[config.mk]
export PLATFORM = sky130hd
export DESIGN_NAME = ifetch_ctrl
export DESIGN_NICKNAME = d
export VERILOG_FILES = /design/src/rtl/ifetch_ctrl.sv
export SDC_FILE = /design/constraint.sdc
export NUM_CORES = 1
export LEC_CHECK = 0
export BUFFER_PORTS_ARGS = -buffer_cell sky130_fd_sc_hd__buf_2
export CAP_MARGIN = 20
export CORE_ASPECT_RATIO = 2
export CORE_MARGIN = 5
export CORE_UTILIZATION = 60
export CTS_BUF_LIST = sky130_fd_sc_hd__clkbuf_2
export DETAILED_ROUTE_END_ITERATION = 7
export GPL_TIMING_DRIVEN = 0
export PLACE_DENSITY = 0.89
export SETUP_SLACK_MARGIN = 0.1
export SLEW_MARGIN = 0
export SYNTH_ARGS = -nofsm -noshare
export SYNTH_HDL_FRONTEND = slang
export SYNTH_SLANG_ARGS = --single-unit
[constraint.sdc]
create_clock -name clk -period 8.59 [get_ports clk]
set_clock_uncertainty 0.05 [all_clocks]
set_input_delay 1.2885 -clock clk [delete_from_list [all_inputs] [get_ports clk]]
set_output_delay 1.2885 -clock clk [all_outputs]
set_load 0.05 [all_outputs]
[src/rtl/ifetch_ctrl.sv]
// Instruction-fetch sequencer: owns the fetch PC, reads the combinational
// instruction memory, buffers words in a 2-entry prefetch queue and hands
// them to decode over a valid/ready handshake. Handles redirects, halt and
// sticky address faults.
module ifetch_ctrl #(
    parameter logic [31:0] RESET_PC  = 32'h0000_0000,
    parameter int unsigned MEM_BYTES = 32,
    parameter int unsigned QDEPTH    = 2
) (
    input  logic        clk,
    input  logic        rst_n,
    output logic [31:0] instrn_address,
    input  logic [31:0] instrn,
    input  logic        redirect_valid,
    input  logic [31:0] redirect_pc,
    input  logic        halt,
    output logic        out_valid,
    input  logic        out_ready,
    output logic [31:0] out_instrn,
    output logic [31:0] out_pc,
    output logic        fault,
    output logic [1:0]  state_o
);

    typedef enum logic [1:0] {
        ST_FETCH = 2'b00,
        ST_HALT  = 2'b01,
        ST_FAULT = 2'b10
    } state_e;

    typedef struct packed {
        logic [31:0] pc;
        logic [31:0] instr;
    } entry_t;

    state_e      state_q;
    logic        fault_q;
    logic [31:0] fetch_pc_q, fetch_pc_d;
    entry_t      q0_q, q0_d;       // queue head
    entry_t      q1_q, q1_d;       // second entry
    logic [1:0]  count_q, count_d;

    logic   pop;
    logic   push;
    logic   flush;
    logic   pc_out_of_range;
    entry_t new_entry;

    // A word fetch is legal only if all four bytes lie inside the memory;
    // the 33-bit sum keeps addresses near 2^32 from wrapping into range.
    function automatic logic out_of_range(input logic [31:0] pc);
        return ({1'b0, pc} + 33'd3) >= 33'(MEM_BYTES);
    endfunction

    function automatic logic bad_target(input logic [31:0] pc);
        return (pc[1:0] != 2'b00) || out_of_range(pc);
    endfunction

    assign instrn_address  = fetch_pc_q;
    assign out_valid       = (count_q != 2'd0);
    assign out_instrn      = out_valid ? q0_q.instr : 32'h0;
    assign out_pc          = out_valid ? q0_q.pc    : 32'h0;
    assign fault           = fault_q;
    assign state_o         = state_q;

    assign pop             = out_valid && out_ready;
    assign flush           = redirect_valid && (state_q != ST_FAULT);
    assign pc_out_of_range = out_of_range(fetch_pc_q);
    // Fetch also proceeds in HALT during the cycle halt drops, so the
    // condition is "not faulted and halt low" rather than "in FETCH".
    assign push            = (state_q != ST_FAULT) && !flush && !halt && !pc_out_of_range
                             && ((count_q != 2'(QDEPTH)) || pop);
    assign new_entry       = '{pc: fetch_pc_q, instr: instrn};

    // Control FSM: tracks fetch/halt/fault and the sticky fault flag.
    always_ff @(posedge clk or negedge rst_n) begin
        // NOTE: all sequential state uses non-blocking assignments so every
        // register samples the pre-edge values regardless of block order.
        if (!rst_n) begin
            state_q <= ST_FETCH;
            fault_q <= 1'b0;
        end else begin
            unique case (state_q)
                ST_FETCH, ST_HALT: begin
                    if (flush) begin
                        // Redirect keeps the current mode unless the target is bad.
                        if (bad_target(redirect_pc)) begin
                            state_q <= ST_FAULT;
                            fault_q <= 1'b1;
                        end
                    end else if (halt) begin
                        state_q <= ST_HALT;
                    end else if (pc_out_of_range) begin
                        state_q <= ST_FAULT;
                        fault_q <= 1'b1;
                    end else begin
                        state_q <= ST_FETCH;
                    end
                end
                ST_FAULT: begin
                    state_q <= ST_FAULT;
                end
                default: begin
                    state_q <= ST_FAULT;
                    fault_q <= 1'b1;
                end
            endcase
        end
    end

    // Next-state for fetch PC and the shift-style prefetch queue.
    always_comb begin
        // NOTE: every signal gets a default here so no path leaves a
        // variable unassigned, which would otherwise infer a latch.
        fetch_pc_d = fetch_pc_q;
        q0_d       = q0_q;
        q1_d       = q1_q;
        count_d    = count_q;

        if (flush) begin
            fetch_pc_d = redirect_pc;
            q0_d       = '0;
            q1_d       = '0;
            count_d    = 2'd0;
        end else begin
            if (push) begin
                fetch_pc_d = fetch_pc_q + 32'd4;
            end
            unique case ({push, pop})
                2'b11: begin
                    if (count_q == 2'd1) begin
                        q0_d = new_entry;
                    end else begin
                        q0_d = q1_q;
                        q1_d = new_entry;
                    end
                end
                2'b01: begin
                    q0_d    = q1_q;
                    q1_d    = '0;
                    count_d = count_q - 2'd1;
                end
                2'b10: begin
                    if (count_q == 2'd0) begin
                        q0_d = new_entry;
                    end else begin
                        q1_d = new_entry;
                    end
                    count_d = count_q + 2'd1;
                end
                default: begin
                end
            endcase
        end
    end

    // Datapath registers.
    always_ff @(posedge clk or negedge rst_n) begin
        // NOTE: the queue storage is reset along with the count so the head
        // registers never expose stale words after reset; it is only two
        // entries, so there is no memory macro to worry about.
        if (!rst_n) begin
            fetch_pc_q <= RESET_PC;
            q0_q       <= '0;
            q1_q       <= '0;
            count_q    <= 2'd0;
        end else begin
            fetch_pc_q <= fetch_pc_d;
            q0_q       <= q0_d;
            q1_q       <= q1_d;
            count_q    <= count_d;
        end
    end

endmodule
== After elaboration in Yosys (flattened, before gate mapping) ==
Cells that the tools add are included.

* Register bits after elaboration: 165
* Output and inout port bits: 100
* Word-level logic and storage cells: 76

* Add/subtract/negate cells: 5
* Order comparisons: 2
* Equality and inequality tests: 14
* Mux-type cells: 24
* Bitwise operators: 1
* Reductions and logical operators: 22

{| class="wikitable"
|+ Operators by type and width
! cell !! number
|-
| $mux 64 || 6
|-
| $pmux 64 s3 || 2
|-
| $mux 32 || 4
|-
| $add 32x2->33 const B || 2
|-
| $ge 33x6->1 const B || 2
|-
| $add 32x3->32 const B || 1
|-
| $ne 3x3->1 const B || 6
|-
| $mux 2 || 6
|-
| $eq 2x1->1 const B || 3
|-
| $eq 2x2->1 const B || 3
|-
| $logic_and 1x1->1 || 6
|-
| $reduce_bool 2->1 || 3
|-
| $logic_not 2->1 || 2
|-
| $mux 1 || 4
|-
| $ne 2x2->1 const B || 2
|-
| $pmux 2 s2 || 1
|-
| $reduce_and 4->1 || 1
|-
| $reduce_bool 4->1 || 1
|-
| $logic_not 1->1 || 3
|-
| $reduce_and 3->1 || 1
|-
| $reduce_bool 3->1 || 1
|-
| $add 2x1->2 const B || 1
|-
| $logic_or 1x1->1 || 2
|-
| $pmux 1 s2 || 1
|-
| 4 further kinds || 4
|}

== Longest topological paths before layout ==
* Depth in word-level cells: 10
* Mapped depth: 14
* Depth with buffers taken out: 10

== Worst setup path after synthesis ==
Ideal clock, no wire load.

* Path kind: reg2reg
* Start: register fetch_pc_q[18], in the netlist instrn_address[18]
* End: register q0_q[40] (netlist bit)
* Setup time: 121 ps
* Arrival: 3241 ps
* Data required time: 8419 ps
* Setup slack: 5178 ps
* Stages on the path, launching flop included: 14
* Cells stage by stage: dfrtp_1 -> buf_4 -> nand4_2 -> or3_4 -> o41ai_2 -> o311ai_1 -> a211oi_2 -> and4bb_4 -> buf_6 -> nand2_2 -> and3_1 -> buf_2 -> buf_6 -> a22o_1

* Word-level cells in the longest chain between the ends: 8
* Elaborated cells between the ends (all ways): 13
* Classes of those cells: add/sub: 1; order compare: 1; eq/ne: 4; mux: 2; reduce/logical: 5

{| class="wikitable"
|+ RTL lines
! item !! RTL line !! source
|-
| from (decl) || 38 || <nowiki>logic [31:0] fetch_pc_q, fetch_pc_d;</nowiki>
|-
| from (signal assigned) || 168 || <nowiki>fetch_pc_q <= fetch_pc_d;</nowiki>
|-
| $add 32x2->33 (*) || 52 || <nowiki>return ({1'b0, pc} + 33'd3) >= 33'(MEM_BYTES);</nowiki>
|-
| $ge 33x6->1 (*) || 52 ||
|-
| $logic_not 1->1 (*) || 71 || <nowiki>assign push = (state_q != ST_FAULT) && !flush && !halt && !pc_out_of_range</nowiki>
|-
| $logic_and 1x1->1 (*) || 71 ||
|-
| $logic_and 1x1->1 (*) || 72 || <nowiki>&& ((count_q != 2'(QDEPTH)) || pop);</nowiki>
|-
| $eq 2x2->1 or $eq 2x1->1 (tied branches) || 129 || <nowiki>unique case ({push, pop})</nowiki>
|-
| $pmux 64 s3 (tied with other cells) || 129 ||
|-
| $mux 64 or $reduce_and 2->1 (tied branches) || n/a ||
|-
| to (signal assigned) || 169 || <nowiki>q0_q <= q0_d;</nowiki>
|-
| to (decl) || 39 || <nowiki>entry_t q0_q, q0_d;</nowiki>
|}

Mark *: on every way between the ends. The rest lies on a longest branch, timed or not.
A chain may end at the register's enable or synchronous reset.

== Final worst setup path ==
* Start: register count_q[1]
* End: output port out_pc[3]

* Word-level cells in the longest chain between the ends: 2

{| class="wikitable"
|+ RTL lines
! item !! RTL line !! source
|-
| from (decl) || 41 || <nowiki>logic [1:0] count_q, count_d;</nowiki>
|-
| from (signal assigned) || 171 || <nowiki>count_q <= count_d;</nowiki>
|-
| $reduce_bool 2->1 || 60 || <nowiki>assign out_valid = (count_q != 2'd0);</nowiki>
|-
| $mux 32 || 62 || <nowiki>assign out_pc = out_valid ? q0_q.pc : 32'h0;</nowiki>
|-
| to (decl) || 20 || <nowiki>output logic [31:0] out_pc,</nowiki>
|}

Every way passes these cells.

==> results_dict.tcl <==
set metrics [dict create \
    status "finished, final reports clean" \
    port_buffers 168 \
    worst_pin_slew_ns 0.729 \
    io_pins 169 \
    drc 0 \
    antenna_found_initial 1 \
    path_max_fanout 10 \
    finalCritPeriodShare_pct 50.7 \
    synth_edf_count 0 \
    hold_path.class "in2async" \
    cts_tree "yes" \
    ys_seq_area_share_pct 48.2 \
    cts_buffer_depth 2 \
    synthDistinctLibCells 61 \
    power.leakage_nw 5.00 \
    r2r_slack_ns 4.59 \
    final_common_cell "nand2_1" \
    start_util_pct 61.3 \
    fin_setup_tns_ns 0 \
    worstPathRequired_ns 7.25 \
    cp-end-kind "output pin" \
    syn_area_sq_um 8560 \
    yosys.area.top_type "dfrtp_1" \
    fmax_mhz 230 \
    grt_first_pass_wirelength_microns 39400 \
    post-place-ws_ns 4.77 \
    ys.flop_type "dfrtp_1" \
    die-area_sq_um 16900 \
    critical_path.max_stage_delay_ns 0.52 \
    async_flop_share_pct 100 \
    dp_hpwl_microns 18900 \
    worst_slack_ns 4.24 \
    finalWirelength_microns 25100 \
    cts_buffers 17 \
    crit_arrival_ns 3.01 \
    wire_per_inst_microns 19.1 \
    avgSynthCellArea_sq_um 9.23 \
    peakVddDrop_mv 0.264 \
    finalHoldViolations 0 \
    synth_top_area_share_pct 48.2 \
    first_iter_violations 517 \
    drv_slew 0 \
    die_x_microns 94.5 \
    min_period_ns 4.35 \
    finalNetCount 1188 \
    cts_root_buf "clkbuf_2" \
    cp-start-kind "flip-flop" \
    clkSinkCount 165 \
    fin_total_pwr_mw 2.78 \
    core_sq_um 14000 \
    ctsResizeCount 0 \
    grt_max_degree 111 \
    mostFrequentLayoutCells "182 x nand2_1, 179 x buf_2, 165 x dfrtp_1, 87 x o21ai_0, 66 x nor2b_1" \
    drive_above_1_share_pct 21.6 \
    path_class "reg2out" \
    drv_cap 0 \
    setup_viol 0 \
    cts_hold_buf 0 \
    clkTransAtPathRegs_ns 0.26 \
    grt_overflow 0 \
    rsz0062_at_grt "no" \
    place.gp.congestion 0.969 \
    power_per_cell_area_nw_per_um2 280 \
    yosysWarnings 0 \
    vias 8055 \
    worstSkewPairLatency_ns 0.71 \
    fin_hold_ws_ns 0.378 \
    grtUsageTotal_pct 30.1 \
    viasPerCell 6.12 \
    die_h_microns 179 \
    synth-seq-cells 165 \
    synth.area.top_cells "dfrtp_1 48%, nand2_1 8.0%, o21ai_0 5.1%" \
    synth_nets 1000 \
    slew_headroom_pct 51.4 \
    path_common_cell "clkbuf_1" \
    first_pass_iters 5 \
    worstPathCellList "inv_1 -> ha_1 -> clkbuf_1 -> clkbuf_1 -> nor2b_1 -> buf_2" \
    grt_pass1_vias 8156 \
    postCtsSetupBuffers 0 \
    crit_path_top_delay_cell "clkbuf_1" \
    h-tree-depth 4 \
    ant_nets 0 \
    row_count 61 \
    syn_to_final_growth_pct 16.1 \
    syn_inst 927 \
]
-- state kept, by name, indices dropped and copies added (netlist names) --
| register | count |
|---|---|
| fault | 1 |
| state_o | 2 |
| q1_q | 64 |
| count_q | 2 |
| q0_q | 64 |
| instrn_address | 32 |
-- power breakdown --
part / internal (mW) / total, mW / leakage, nW / switching (mW)
Clock: 0.166 / 0.452 / 0.147 / 0.287
Sequential: 0.945 / 1.05 / 2.14 / 0.104
Combinational: 0.368 / 1.28 / 2.71 / 0.913
Total: 1.48 / 2.78 / 5.00 / 1.30
-- final timing paths --
| check | startpoint | depth (start not counted) | endpoint |
|---|---|---|---|
| worst min register to register | q1_q[53]$_DFFE_PN0P_ | 1 | q0_q[53]$_DFFE_PN0P_ |
| worst max register to register | instrn_address[3]$_DFFE_PN0P_ | 12 | q0_q[29]$_DFFE_PN0P_ |
| max in group asynchronous | rst_n | 2 | q1_q[34]$_DFFE_PN0P_ |
| worst max-delay path | count_q[1]$_DFFE_PN0P_ | 6 | out_pc[3] |
| worst min-delay path | rst_n | 1 | q0_q[3]$_DFFE_PN0P_ |
| min in group clk | q1_q[53]$_DFFE_PN0P_ | 1 | q0_q[53]$_DFFE_PN0P_ |
-- logic make-up after synthesis --
group                    after synthesis  share of synthesized area (%)
AND/OR/NAND/NOR                      388                           22.7
AO/OA/AOI/OAI                        238                           17.5
flip-flops                           165                           48.2
buffers and inverters                 84                           5.51
multiplexers                          40                           4.68
XOR/XNOR                               8                          0.819
adder cells (fa/ha/maj)                4                          0.585
-- cell type report --
class	instances	area [sq um]
clock inverter	13	175
antenna	1	2.50
clock buffer	17	85.1
sequential	165	4130
fill	1110	4030
timing repair buffer	169	878
multi-input combinational	678	3960
inverter	7	26.3
buffer	77	445
tap	189	236
-- Yosys cell counts, types with 6 or more instances --
| master | number |
|---|---|
| nor2_1 | 16 |
| a22o_1 | 26 |
| clkbuf_1 | 41 |
| inv_1 | 7 |
| mux2i_1 | 40 |
| and4_1 | 6 |
| a21oi_1 | 45 |
| or3_1 | 6 |
| nand4_1 | 17 |
| buf_6 | 9 |
| a31oi_1 | 41 |
| dfrtp_1 | 165 |
| o21ai_0 | 87 |
| nor4_1 | 10 |
| nor2b_1 | 66 |
| nor3_1 | 15 |
| buf_2 | 12 |
| nand2_1 | 182 |
| nand3_1 | 19 |
| and3_1 | 35 |
-- worst max-delay path, delay by kind of cell, from the launching register on --
kind / cells / cell delay, ns
buffers and inverters: 4 / 1.41
flip-flops: 1 / 0.45
AND/OR/NAND/NOR: 1 / 0.15
adder cells (fa/ha/maj): 1 / 0.31
-- stage by stage --
stage | utilization, % | cell area [sq um] | cells
final | 71.1 | 9940 | 1316
after global routing | 71.1 | 9940 | 1316
after CTS | 71.1 | 9930 | 1315
after detailed placement | 69.3 | 9670 | 1285
after global placement | 69.0 | 9640 | 1284
after floorplan | - | 8560 | 927
-- routing by layer --
layer / vias to the layer above / GRT usage (%) / wire, microns
li1: 3665 / - / -
met1: 3918 / 31.8 / 8750
met2: 371 / 55.2 / 13700
met3: 101 / 4.70 / 1300
met4: 0 / 17.5 / 1420
met5: - / 0 / 0
(Power assumes the default switching activity.)
